**src/rtl/calc_control_fsm.sv**
```systemverilog
// Keypad-driven calculator controller: decimal operand entry, operator latch,
// single-cycle add/sub/mul and a bit-serial restoring divider.
module calc_control_fsm #(
    parameter int WIDTH      = 9,
    parameter int MAX_DIGITS = 3
) (
    input  logic             clk,
    input  logic             reset,
    input  logic             key_valid,
    input  logic [3:0]       key_code,
    output logic [WIDTH-1:0] operand_a,
    output logic [WIDTH-1:0] operand_b,
    output logic [1:0]       op_sel,
    output logic [WIDTH-1:0] result,
    output logic [WIDTH-1:0] remainder,
    output logic             negative,
    output logic             error,
    output logic             busy,
    output logic             done,
    output logic [2:0]       state
);

    localparam int CW = $clog2(MAX_DIGITS + 1);
    localparam int DW = $clog2(WIDTH);
    localparam logic [WIDTH+3:0] MAX_VAL = {4'b0, {WIDTH{1'b1}}};
    localparam logic [WIDTH+3:0] TEN     = (WIDTH+4)'(10);

    typedef enum logic [2:0] {
        S_IDLE   = 3'd0,
        S_OPA    = 3'd1,
        S_OPER   = 3'd2,
        S_OPB    = 3'd3,
        S_CALC   = 3'd4,
        S_RESULT = 3'd5,
        S_ERROR  = 3'd6
    } state_t;

    state_t           cur_state;
    logic [CW-1:0]    digit_count;
    logic [WIDTH-1:0] div_rem;
    logic [WIDTH-1:0] div_quo;
    logic [DW-1:0]    div_cnt;

    logic             is_digit;
    logic             is_oper;
    logic             is_equals;
    logic             wipe;
    logic [1:0]       key_op;
    logic [WIDTH-1:0] key_digit;
    logic [CW-1:0]    first_count;
    logic [WIDTH-1:0] entry_reg;
    logic [WIDTH+3:0] appended;
    logic             append_ok;
    logic [WIDTH:0]   sum;
    logic [2*WIDTH-1:0] product;
    logic             mul_ovf;
    logic [WIDTH:0]   rem_shift;
    logic [WIDTH-1:0] rem_next;
    logic [WIDTH-1:0] quo_next;

    assign state = cur_state;

    // A leading zero on an empty register neither changes it nor uses up a digit slot.
    always_comb begin
        is_digit    = key_valid && (key_code <= 4'd9);
        is_oper     = key_valid && (key_code >= 4'd10) && (key_code <= 4'd13);
        is_equals   = key_valid && (key_code == 4'd14);
        wipe        = (key_valid && (key_code == 4'd15) && (cur_state != S_CALC))
                      || (state == 3'd7);
        key_op      = 2'(key_code - 4'd10);
        key_digit   = WIDTH'(key_code);
        first_count = (key_code == 4'd0) ? '0 : CW'(1);
        entry_reg   = (cur_state == S_OPB) ? operand_b : operand_a;
        appended    = {4'b0, entry_reg} * TEN + (WIDTH+4)'(key_code);
        append_ok   = (digit_count != CW'(MAX_DIGITS)) && (appended <= MAX_VAL)
                      && !((entry_reg == '0) && (key_code == 4'd0));
        sum         = {1'b0, operand_a} + {1'b0, operand_b};
        product     = (2*WIDTH)'(operand_a) * (2*WIDTH)'(operand_b);
        mul_ovf     = |product[2*WIDTH-1:WIDTH];
        rem_shift   = {div_rem, div_quo[WIDTH-1]};
        if (rem_shift >= {1'b0, operand_b}) begin
            rem_next = WIDTH'(rem_shift - {1'b0, operand_b});
            quo_next = {div_quo[WIDTH-2:0], 1'b1};
        end else begin
            rem_next = rem_shift[WIDTH-1:0];
            quo_next = {div_quo[WIDTH-2:0], 1'b0};
        end
    end

    always_ff @(posedge clk) begin
        if (reset || wipe) begin
            cur_state   <= S_IDLE;
            operand_a   <= '0;
            operand_b   <= '0;
            op_sel      <= '0;
            result      <= '0;
            remainder   <= '0;
            negative    <= 1'b0;
            error       <= 1'b0;
            busy        <= 1'b0;
            done        <= 1'b0;
            digit_count <= '0;
            div_rem     <= '0;
            div_quo     <= '0;
            div_cnt     <= '0;
        end else begin
            done <= 1'b0;
            case (cur_state)
                S_IDLE: begin
                    if (is_digit) begin
                        operand_a   <= key_digit;
                        digit_count <= first_count;
                        cur_state   <= S_OPA;
                    end
                end
                S_OPA: begin
                    if (is_digit && append_ok) begin
                        operand_a   <= appended[WIDTH-1:0];
                        digit_count <= digit_count + CW'(1);
                    end else if (is_oper) begin
                        op_sel    <= key_op;
                        cur_state <= S_OPER;
                    end
                end
                S_OPER: begin
                    if (is_oper) begin
                        op_sel <= key_op;
                    end else if (is_digit) begin
                        operand_b   <= key_digit;
                        digit_count <= first_count;
                        cur_state   <= S_OPB;
                    end
                end
                S_OPB: begin
                    if (is_digit && append_ok) begin
                        operand_b   <= appended[WIDTH-1:0];
                        digit_count <= digit_count + CW'(1);
                    end else if (is_equals) begin
                        cur_state <= S_CALC;
                        busy      <= 1'b1;
                        div_rem   <= '0;
                        div_quo   <= operand_a;
                        div_cnt   <= '0;
                    end
                end
                S_CALC: begin
                    busy     <= 1'b0;
                    negative <= 1'b0;
                    case (op_sel)
                        2'd0: begin
                            cur_state <= sum[WIDTH] ? S_ERROR : S_RESULT;
                            error     <= sum[WIDTH];
                            done      <= !sum[WIDTH];
                            result    <= sum[WIDTH] ? '0 : sum[WIDTH-1:0];
                            remainder <= '0;
                        end
                        2'd1: begin
                            cur_state <= S_RESULT;
                            done      <= 1'b1;
                            remainder <= '0;
                            if (operand_a >= operand_b) begin
                                result <= operand_a - operand_b;
                            end else begin
                                result   <= operand_b - operand_a;
                                negative <= 1'b1;
                            end
                        end
                        2'd2: begin
                            cur_state <= mul_ovf ? S_ERROR : S_RESULT;
                            error     <= mul_ovf;
                            done      <= !mul_ovf;
                            result    <= mul_ovf ? '0 : product[WIDTH-1:0];
                            remainder <= '0;
                        end
                        default: begin
                            if (operand_b == '0) begin
                                cur_state <= S_ERROR;
                                error     <= 1'b1;
                                result    <= '0;
                                remainder <= '0;
                            end else begin
                                div_rem <= rem_next;
                                div_quo <= quo_next;
                                div_cnt <= div_cnt + DW'(1);
                                // The last step lands in RESULT directly, so done needs no extra cycle.
                                if (div_cnt == DW'(WIDTH - 1)) begin
                                    cur_state <= S_RESULT;
                                    done      <= 1'b1;
                                    result    <= quo_next;
                                    remainder <= rem_next;
                                end else begin
                                    busy <= 1'b1;
                                end
                            end
                        end
                    endcase
                end
                S_RESULT: begin
                    if (is_digit) begin
                        operand_a   <= key_digit;
                        digit_count <= first_count;
                        negative    <= 1'b0;
                        cur_state   <= S_OPA;
                    end else if (is_oper && !negative) begin
                        operand_a <= result;
                        operand_b <= '0;
                        op_sel    <= key_op;
                        cur_state <= S_OPER;
                    end
                end
                default: ;
            endcase
        end
    end

endmodule
```
**config.mk**
```make
export PLATFORM = sky130hd
export DESIGN_NAME = calc_control_fsm
export DESIGN_NICKNAME = d
export VERILOG_FILES = /design/src/rtl/calc_control_fsm.sv
export SDC_FILE = /design/constraint.sdc
export NUM_CORES = 1
export LEC_CHECK = 0
export ABC_AREA = 1
export BUFFER_PORTS_ARGS = -buffer_cell sky130_fd_sc_hd__buf_2
export CAP_MARGIN = 20
export CORE_MARGIN = 8
export CORE_UTILIZATION = 40
export CTS_BUF_LIST = sky130_fd_sc_hd__clkbuf_4 sky130_fd_sc_hd__clkbuf_8 sky130_fd_sc_hd__clkbuf_16
export CTS_CLUSTER_SIZE = 16
export DETAILED_ROUTE_END_ITERATION = 8
export REMOVE_ABC_BUFFERS = 1
export SLEW_MARGIN = 20
export SYNTH_ARGS = -nofsm -noshare
export SYNTH_HDL_FRONTEND = slang
export SYNTH_SLANG_ARGS = --single-unit
```
**constraint.sdc**
```tcl
create_clock -name clk -period 5.4 [get_ports clk]
set_clock_uncertainty 0.1 [all_clocks]
set_input_delay 1.08 -clock clk [delete_from_list [all_inputs] [get_ports clk]]
set_output_delay 1.08 -clock clk [all_outputs]
set_load 0.005 [all_outputs]
```
==> summary.md, run 1 <==
| Metric | Value |
|---|---|
| Status | `finished, final reports clean` |
| Die area | `26400 µm²` |
| PortBufs | `51` |
| GR Util met3 | `0.0212` |
| Rows | `53` |
| Clock Path Buffers | `2` |
| Nets | `1500` |
| CP max stage delay | `0.54 ns` |
| GR Util met1 | `0.279` |
| Vias in the first global route | `8258` |
| ANT nets after route | `0` |
| GPL Wtd Cong | `0.925` |
| Crit path kind | `flop to flop` |
| Sw Ratio | `0.519` |
| Most used cell along the critical path | `nand2_1` |
| Slowest cell on the critical path | `fa_1` |
| Hold Crit Start | `remainder[1]$_SDFFE_PP0P_` |
| Area growth syn-to-layout | `11.5%` |
| Layout cells sized above 1 | `0.0989` |
| Cts repair resizes | `0` |
| Top Usage Layer GRT | `met2` |
| First-pass DRT Iterations | `5` |
| Iteration-0 DRC count of the detailed router | `865` |
| CP Max Fanout | `11` |
| CTS root buffer | `clkbuf_16` |
| First-pass GRT wire length | `44.4 mm` |
| Layout fillers | `2230` |
| Crit path launch | `operand_a[5]$_SDFFE_PP0P_` |
| Leak | `5.01 nW` |
| Boundary Pins | `52` |
| Setup crit start kind | `flop` |
| Initial antenna violation count | `0` |
| Sequential cell area | `1390 µm²` |
| Ys Warns | `0` |
| Clk Latency, worst-skew pair | `0.34 ns` |
| VDD IR-drop max | `451 µV` |
| Max Slew Vio Count | `0` |
| ANT cells | `0` |
| Die W | `162 µm` |
| Tightest Hold Check Type | `flop to flop` |
| Height of the die | `162 µm` |
| Distinct cells, synth | `47` |
| Drt drc | `0` |
| Setup TNS Final | `0 ns` |
| CTS tree | `built` |
| Worst R2R Setup Slack | `0.38 ns` |
| Setup Fix Bufs, Post-CTS | `0` |
| Cell count after synthesis | `1291` |
| Seq/Total Area, Yosys | `0.161` |
| Mapped Avg Cell Area | `6.64 µm²` |
| Fmax | `0.199 GHz` |
| Tmin final | `5.02 ns` |
| # clock sinks | `69` |
| Core Util, Final | `0.455` |
| Synth Register Bits | `69` |
| Global-route usage over all layers | `0.210` |
| Placed cell count | `1604` |
| H-Tree Depth | `3` |
| NetSw | `1.99 mW` |
| Clock share of power | `0.159` |
| Design Power | `3.84 mW` |
| CP Capture Type | `flop` |
| RSZ-0062 raised after global routing | `no` |
| Final hold vios | `0` |
| Grt met2 use | `0.346` |
| Vias | `8548` |
| Final setup violation count | `0` |
| Hold buffers post-CTS | `0` |
| Internal power | `1.85 mW` |
| Multi-input gate area | `6140 µm²` |
| WL/cell | `17.0 µm` |
| Combinational share of power | `0.627` |
| Largest net degree at the start of global routing | `36` |
| Congestion Overflow GR | `0` |
| CP Data Arrival Time | `5.20 ns` |
| R2R Path Start | `operand_a[5]$_SDFFE_PP0P_` |
| Reg power frac | `0.214` |
| Core area | `21000 µm²` |
| Starting density of the core | `0.408` |
| Crit share post-route | `0.929` |
| Post-detail-place hpwl | `22.0 mm` |
| CTS Buf Count | `9` |
| Maxcap violations | `0` |
| Final Non-Filler Cells | `1620` |
| Routed wire length | `27.6 mm` |
| CP required | `5.58 ns` |
| Worst-path clk slew | `0.07 ns` |
| Vias/cell | `5.28` |
| Measured slew at the worst slew-check pin | `0.999 ns` |
| Pwr Density | `401 nW/µm²` |
| Netlist Area Pre-Place | `8570 µm²` |
| Critical-path cell list | `buf_4 -> nand2_1 -> fa_1 -> fa_1 -> fa_1 -> fa_1 -> inv_1 -> ha_1 -> nand2_1 -> inv_1 -> a21oi_2 -> nor2_1 -> nor2_1 -> nand3_1 -> nand2_1 -> nand4_1 -> nor2_1 -> buf_4 -> nand2_1 -> nand3_1 -> nand2_1 -> a21oi_1` |
| Worst relative slew slack | `0.333` |
==> state kept, by name, summed over array words and instances, names as in the netlist <==
| signal | cells |
|---|---|
| negative | 1 |
| remainder | 9 |
| op_sel | 2 |
| busy | 1 |
| div_cnt | 4 |
| operand_a | 9 |
| operand_b | 9 |
| error | 1 |
| div_rem | 9 |
| digit_count | 2 |
| div_quo | 9 |
| result | 9 |
| state | 3 |
| done | 1 |
==> placed cells by master, fill, tap and decap left out, drive strengths merged <==
master	synthesis	routed
nand2	316	316
inv	232	233
a21oi	101	101
ha	97	97
nor2	94	94
o21ai	87	87
buf	17	84
dfxtp	69	69
nand3	68	68
fa	56	56
nand4	22	22
xor2	17	17
nor3	16	16
xnor2	11	11
clkbuf	29	9
or2	7	7
a211oi	7	7
a31oi	6	6
o211ai	5	5
nand3b	5	5
clkinv	1	5
o21a	3	3
o221ai	3	3
nor4	3	3
a221o	3	3
o22ai	3	3
and2	2	2
a21o	2	2
o2111ai	2	2
a221oi	2	2
o31ai	2	2
o21bai	1	1
nor3b	1	1
a32o	1	1
bufinv	0	1
clkinvlp	0	1
==> cells in the mapped netlist (all sizes together) <==
cell,number,area share
nor3,16,0.0099
ha,97,0.14
o21bai,1,0.00088
a211oi,7,0.0061
xnor2,11,0.011
nor2,94,0.043
a221oi,2,0.0020
nor4,3,0.0022
a32o,1,0.0012
nand3,68,0.040
o211ai,5,0.0044
o22ai,3,0.0022
nor3b,1,0.00088
o21ai,87,0.052
a31oi,6,0.0044
nand4,22,0.017
o221ai,3,0.0031
a21o,2,0.0018
inv,232,0.10
clkbuf,29,0.013
dfxtp,69,0.16
or2,7,0.0051
o21a,3,0.0026
o31ai,2,0.0018
buf,17,0.012
fa,56,0.13
clkinv,1,0.00044
and2,2,0.0015
a221o,3,0.0035
nand3b,5,0.0058
a21oi,101,0.059
xor2,17,0.017
nand2,316,0.14
o2111ai,2,0.0020
==> through the flow <==
stage	cell area (µm²)	setup WS, ns	hold WS, ns
after floorplan	8370	0.583	0.350
after global placement	9230	0.164	0.350
after detailed placement	9230	0.159	0.352
after CTS	9530	0.144	0.363
after global routing	9560	0.0131	0.380
final	9560	0.381	0.360
==> logic make-up (layout without fill, tap and decap cells) <==
kind of cell	after synthesis	count (layout)	share of synthesized area
fa+ha+maj	153	153	0.272
compound gates	228	228	0.147
simple gates	534	534	0.265
buf+inv	279	333	0.126
flops	69	69	0.161
xor+xnor	28	28	0.0286
==> power by group through the flow <==
stage	Combinational [mW]	Sequential, mW	Clock [mW]
finish	2.41	0.822	0.610
global route	2.71	0.836	0.641
CTS	2.38	0.812	0.615
detailed placement	2.36	0.822	0
global placement	2.36	0.822	0
floorplan	1.65	0.787	0
==> metal layers <==
metal / wire [µm] / vias to the layer above
met5: 0 / -
met4: 928 / 0
met3: 1500 / 52
met2: 12600 / 281
met1: 12600 / 3996
li1: - / 4219
==> worst max-delay path, delay by kind of cell, from the launching register on <==
kind,cells,cell delay [ns]
simple gates,11,1.17
flops,1,0.37
compound gates,2,0.37
fa+ha+maj,5,2.40
buf+inv,4,0.52
==> worst paths after layout <==
path,depth (start not counted),to
max reg2reg,22,result[6]$_SDFFE_PP0P_
max,22,result[6]$_SDFFE_PP0P_
min,2,remainder[1]$_SDFFE_PP0P_
min reg2reg,2,remainder[1]$_SDFFE_PP0P_
==> cell type report <==
cell class / count / area share
Clock buffer: 9 / 0.0236
Clock inverter: 7 / 0.00772
Inverter: 233 / 0.0915
Multi-Input combinational cell: 943 / 0.642
Sequential cell: 69 / 0.146
Tap cell: 275 / 0.0360
Timing Repair Buffer: 84 / 0.0539
Power figures use the tool's default switching activity.
==> run 2, diff against run 1 <==
- CORE_UTILIZATION: 40 -> 57
- PLACE_DENSITY: unset -> 0.75
==> run 2 against run 1 <==
  * Routed wire length down 2.9%
  * Highest routed layer unchanged
  * Hold slack better by 0.0060 ns
  * Die area down 27%
  * Via count up 2.0%
==> summary.md, run 2 (synthesis results as in run 1) <==
| Metric | Value |
|---|---|
| Clk Latency, worst-skew pair | `0.34 ns` |
| Core Util, Final | `0.635` |
| Final setup violation count | `0` |
| Final Non-Filler Cells | `1531` |
| Worst-path clk slew | `0.06 ns` |
| CP Capture Type | `flop` |
| Cells on worst reg2reg path | `26` |
| GPL Wtd Cong | `0.978` |
| Layout cells sized above 1 | `0.106` |
| Crit path kind | `flop to flop` |
| Design Power | `3.84 mW` |
| R2R Path Start | `operand_a[2]$_SDFFE_PP0P_` |
| Drt drc | `0` |
| Post-place setup slack | `0.0375 ns` |
| CP required | `5.57 ns` |
| Vias in the first global route | `8349` |
| ANT cells | `0` |
| Area growth syn-to-layout | `10.9%` |
| CTS Buf Count | `9` |
| Iteration-0 DRC count of the detailed router | `846` |
| Starting density of the core | `0.573` |
| ANT nets after route | `0` |
| First-pass DRT Iterations | `7` |
| Vias | `8718` |
| Pwr Density | `404 nW/µm²` |
| Maxcap violations | `0` |
| Hold buffers post-CTS | `0` |
| PortBufs | `51` |
| Leak | `5.00 nW` |
| Sequential cell area | `1410 µm²` |
| Die area | `19200 µm²` |
| First-pass GRT wire length | `43.1 mm` |
| Crit share post-route | `0.955` |
| Final hold vios | `0` |
| Status | `finished, final reports clean` |
| Nets | `1499` |
| # clock sinks | `69` |
| Global-route usage over all layers | `0.276` |
| Initial antenna violation count | `0` |
| Layout fillers | `1454` |
| Boundary Pins | `52` |
| Placed cell count | `1514` |
| Most frequent cells in the layout | `nand2_1, inv_1, a21oi_1` |
| Largest net degree at the start of global routing | `36` |
| VDD IR-drop max | `324 µV` |
| WL/cell | `17.5 µm` |
| Vias/cell | `5.69` |
| DP Area | `9080 µm²` |
| CTS root buffer | `clkbuf_16` |
| Multi-input gate area | `6170 µm²` |
| H-Tree Depth | `3` |
| CP Max Fanout | `6` |
| Tightest Hold Check Type | `flop to flop` |
| Congestion Overflow GR | `0` |
| Setup ws final | `0.243 ns` |
| Worst R2R Setup Slack | `0.24 ns` |
| Post-detail-place hpwl | `21.2 mm` |
| CTS tree | `built` |
| CP Data Arrival Time | `5.33 ns` |
| Hold Crit Start | `remainder[8]$_SDFFE_PP0P_` |
| Tmin final | `5.16 ns` |
| Measured slew at the worst slew-check pin | `0.985 ns` |
| Die W | `139 µm` |
| Final Instance Area | `9510 µm²` |
| Clock Path Buffers | `2` |
| Most common cell after layout, fill and taps aside | `nand2_1` |
| Height of the die | `139 µm` |
| Worst Hold Path EP | `remainder[8]$_SDFFE_PP0P_` |
| Core area | `15000 µm²` |
| Max Slew Vio Count | `0` |
| Rows | `45` |
| Worst relative slew slack | `0.343` |
| Hold Path Depth | `2` |
| Setup crit start kind | `flop` |
| Routed wire length | `26.8 mm` |
| R2R Path End | `result[7]$_SDFFE_PP0P_` |
| Fmax | `0.194 GHz` |
==> run 2: cell count changes in the layout (fill, tap and decap cells not counted), moves of 3 or more <==
cell,change
buf_4,-5
dfxtp_1,-4
buf_6,+4
ha_1,-3
dfxtp_4,+6
==> run 2: power by group <==
group	switching (mW)	leakage (nW)	internal (mW)	total (mW)
sequential	0.181	0.569	0.645	0.826
combinational	1.56	4.29	0.844	2.40
clock	0.229	0.144	0.385	0.615
==> run 2: worst max-delay path, cell delays in order (launching register included) <==
cell and delay, ns:
dfxtp_2 0.42, ha_4 0.19, inv_1 0.07, fa_1 0.55, inv_1 0.05, ha_1 0.29, ha_1 0.28, inv_1 0.05
fa_1 0.53, inv_1 0.04, ha_1 0.26, fa_2 0.41, nand3_1 0.10, nand3_1 0.13, buf_4 0.18, nand2_1 0.07
nand3b_1 0.08, nand2_1 0.08, nand2_1 0.07, nor2_2 0.10, nand4_1 0.23, nor2_2 0.23, buf_4 0.17, nand2_1 0.09
nand3_1 0.14, nand2_1 0.06, a21oi_1 0.12
==> run 2: area by class of cell <==
cell class / count / share of cell area
Clock buffer: 12 / 0.0274
Tap cell: 188 / 0.0247
Clock inverter: 3 / 0.00474
Inverter: 233 / 0.0920
Multi-Input combinational cell: 943 / 0.649
Timing Repair Buffer: 83 / 0.0534
Sequential cell: 69 / 0.149
==> run 2: timing repair <==
action                     4_1_cts  5_1_grt
gates resized for setup          0       38
buffers inserted                 0        1
setup endpoints to repair        0       10
==> run 2: per-layer routing <==
layer | vias up | wire length [µm] | track usage
met5 | - | 0 | 0
met4 | 0 | 1110 | 0.125
met2 | 386 | 12100 | 0.446
li1 | 4225 | - | -
met3 | 65 | 2030 | 0.0351
met1 | 4042 | 11600 | 0.361
==> run 2: through the flow <==
step / setup TNS [ns] / hold slack [ns]
after floorplan: 0 / 0.350
after global placement: 0 / 0.350
after detailed placement: 0 / 0.357
after CTS: 0 / 0.367
after global routing: -0.00679 / 0.397
final: 0 / 0.366
==> run 2: worst max-delay path by stage <==
stage	startpoint	to	slack, ns	cells after the start
2_1_floorplan	operand_a[1]$_SDFFE_PP0P_	result[6]$_SDFFE_PP0P_	0.58	24
3_5_place_dp	operand_b[3]$_SDFFE_PP0P_	result[7]$_SDFFE_PP0P_	0.04	23
5_1_grt	operand_a[6]$_SDFFE_PP0P_	result[7]$_SDFFE_PP0P_	-0.007	25
6_report	operand_a[2]$_SDFFE_PP0P_	result[7]$_SDFFE_PP0P_	0.24	26
4_1_cts	operand_a[2]$_SDFFE_PP0P_	result[7]$_SDFFE_PP0P_	0.01	26
3_3_place_gp	operand_b[3]$_SDFFE_PP0P_	result[7]$_SDFFE_PP0P_	0.06	23
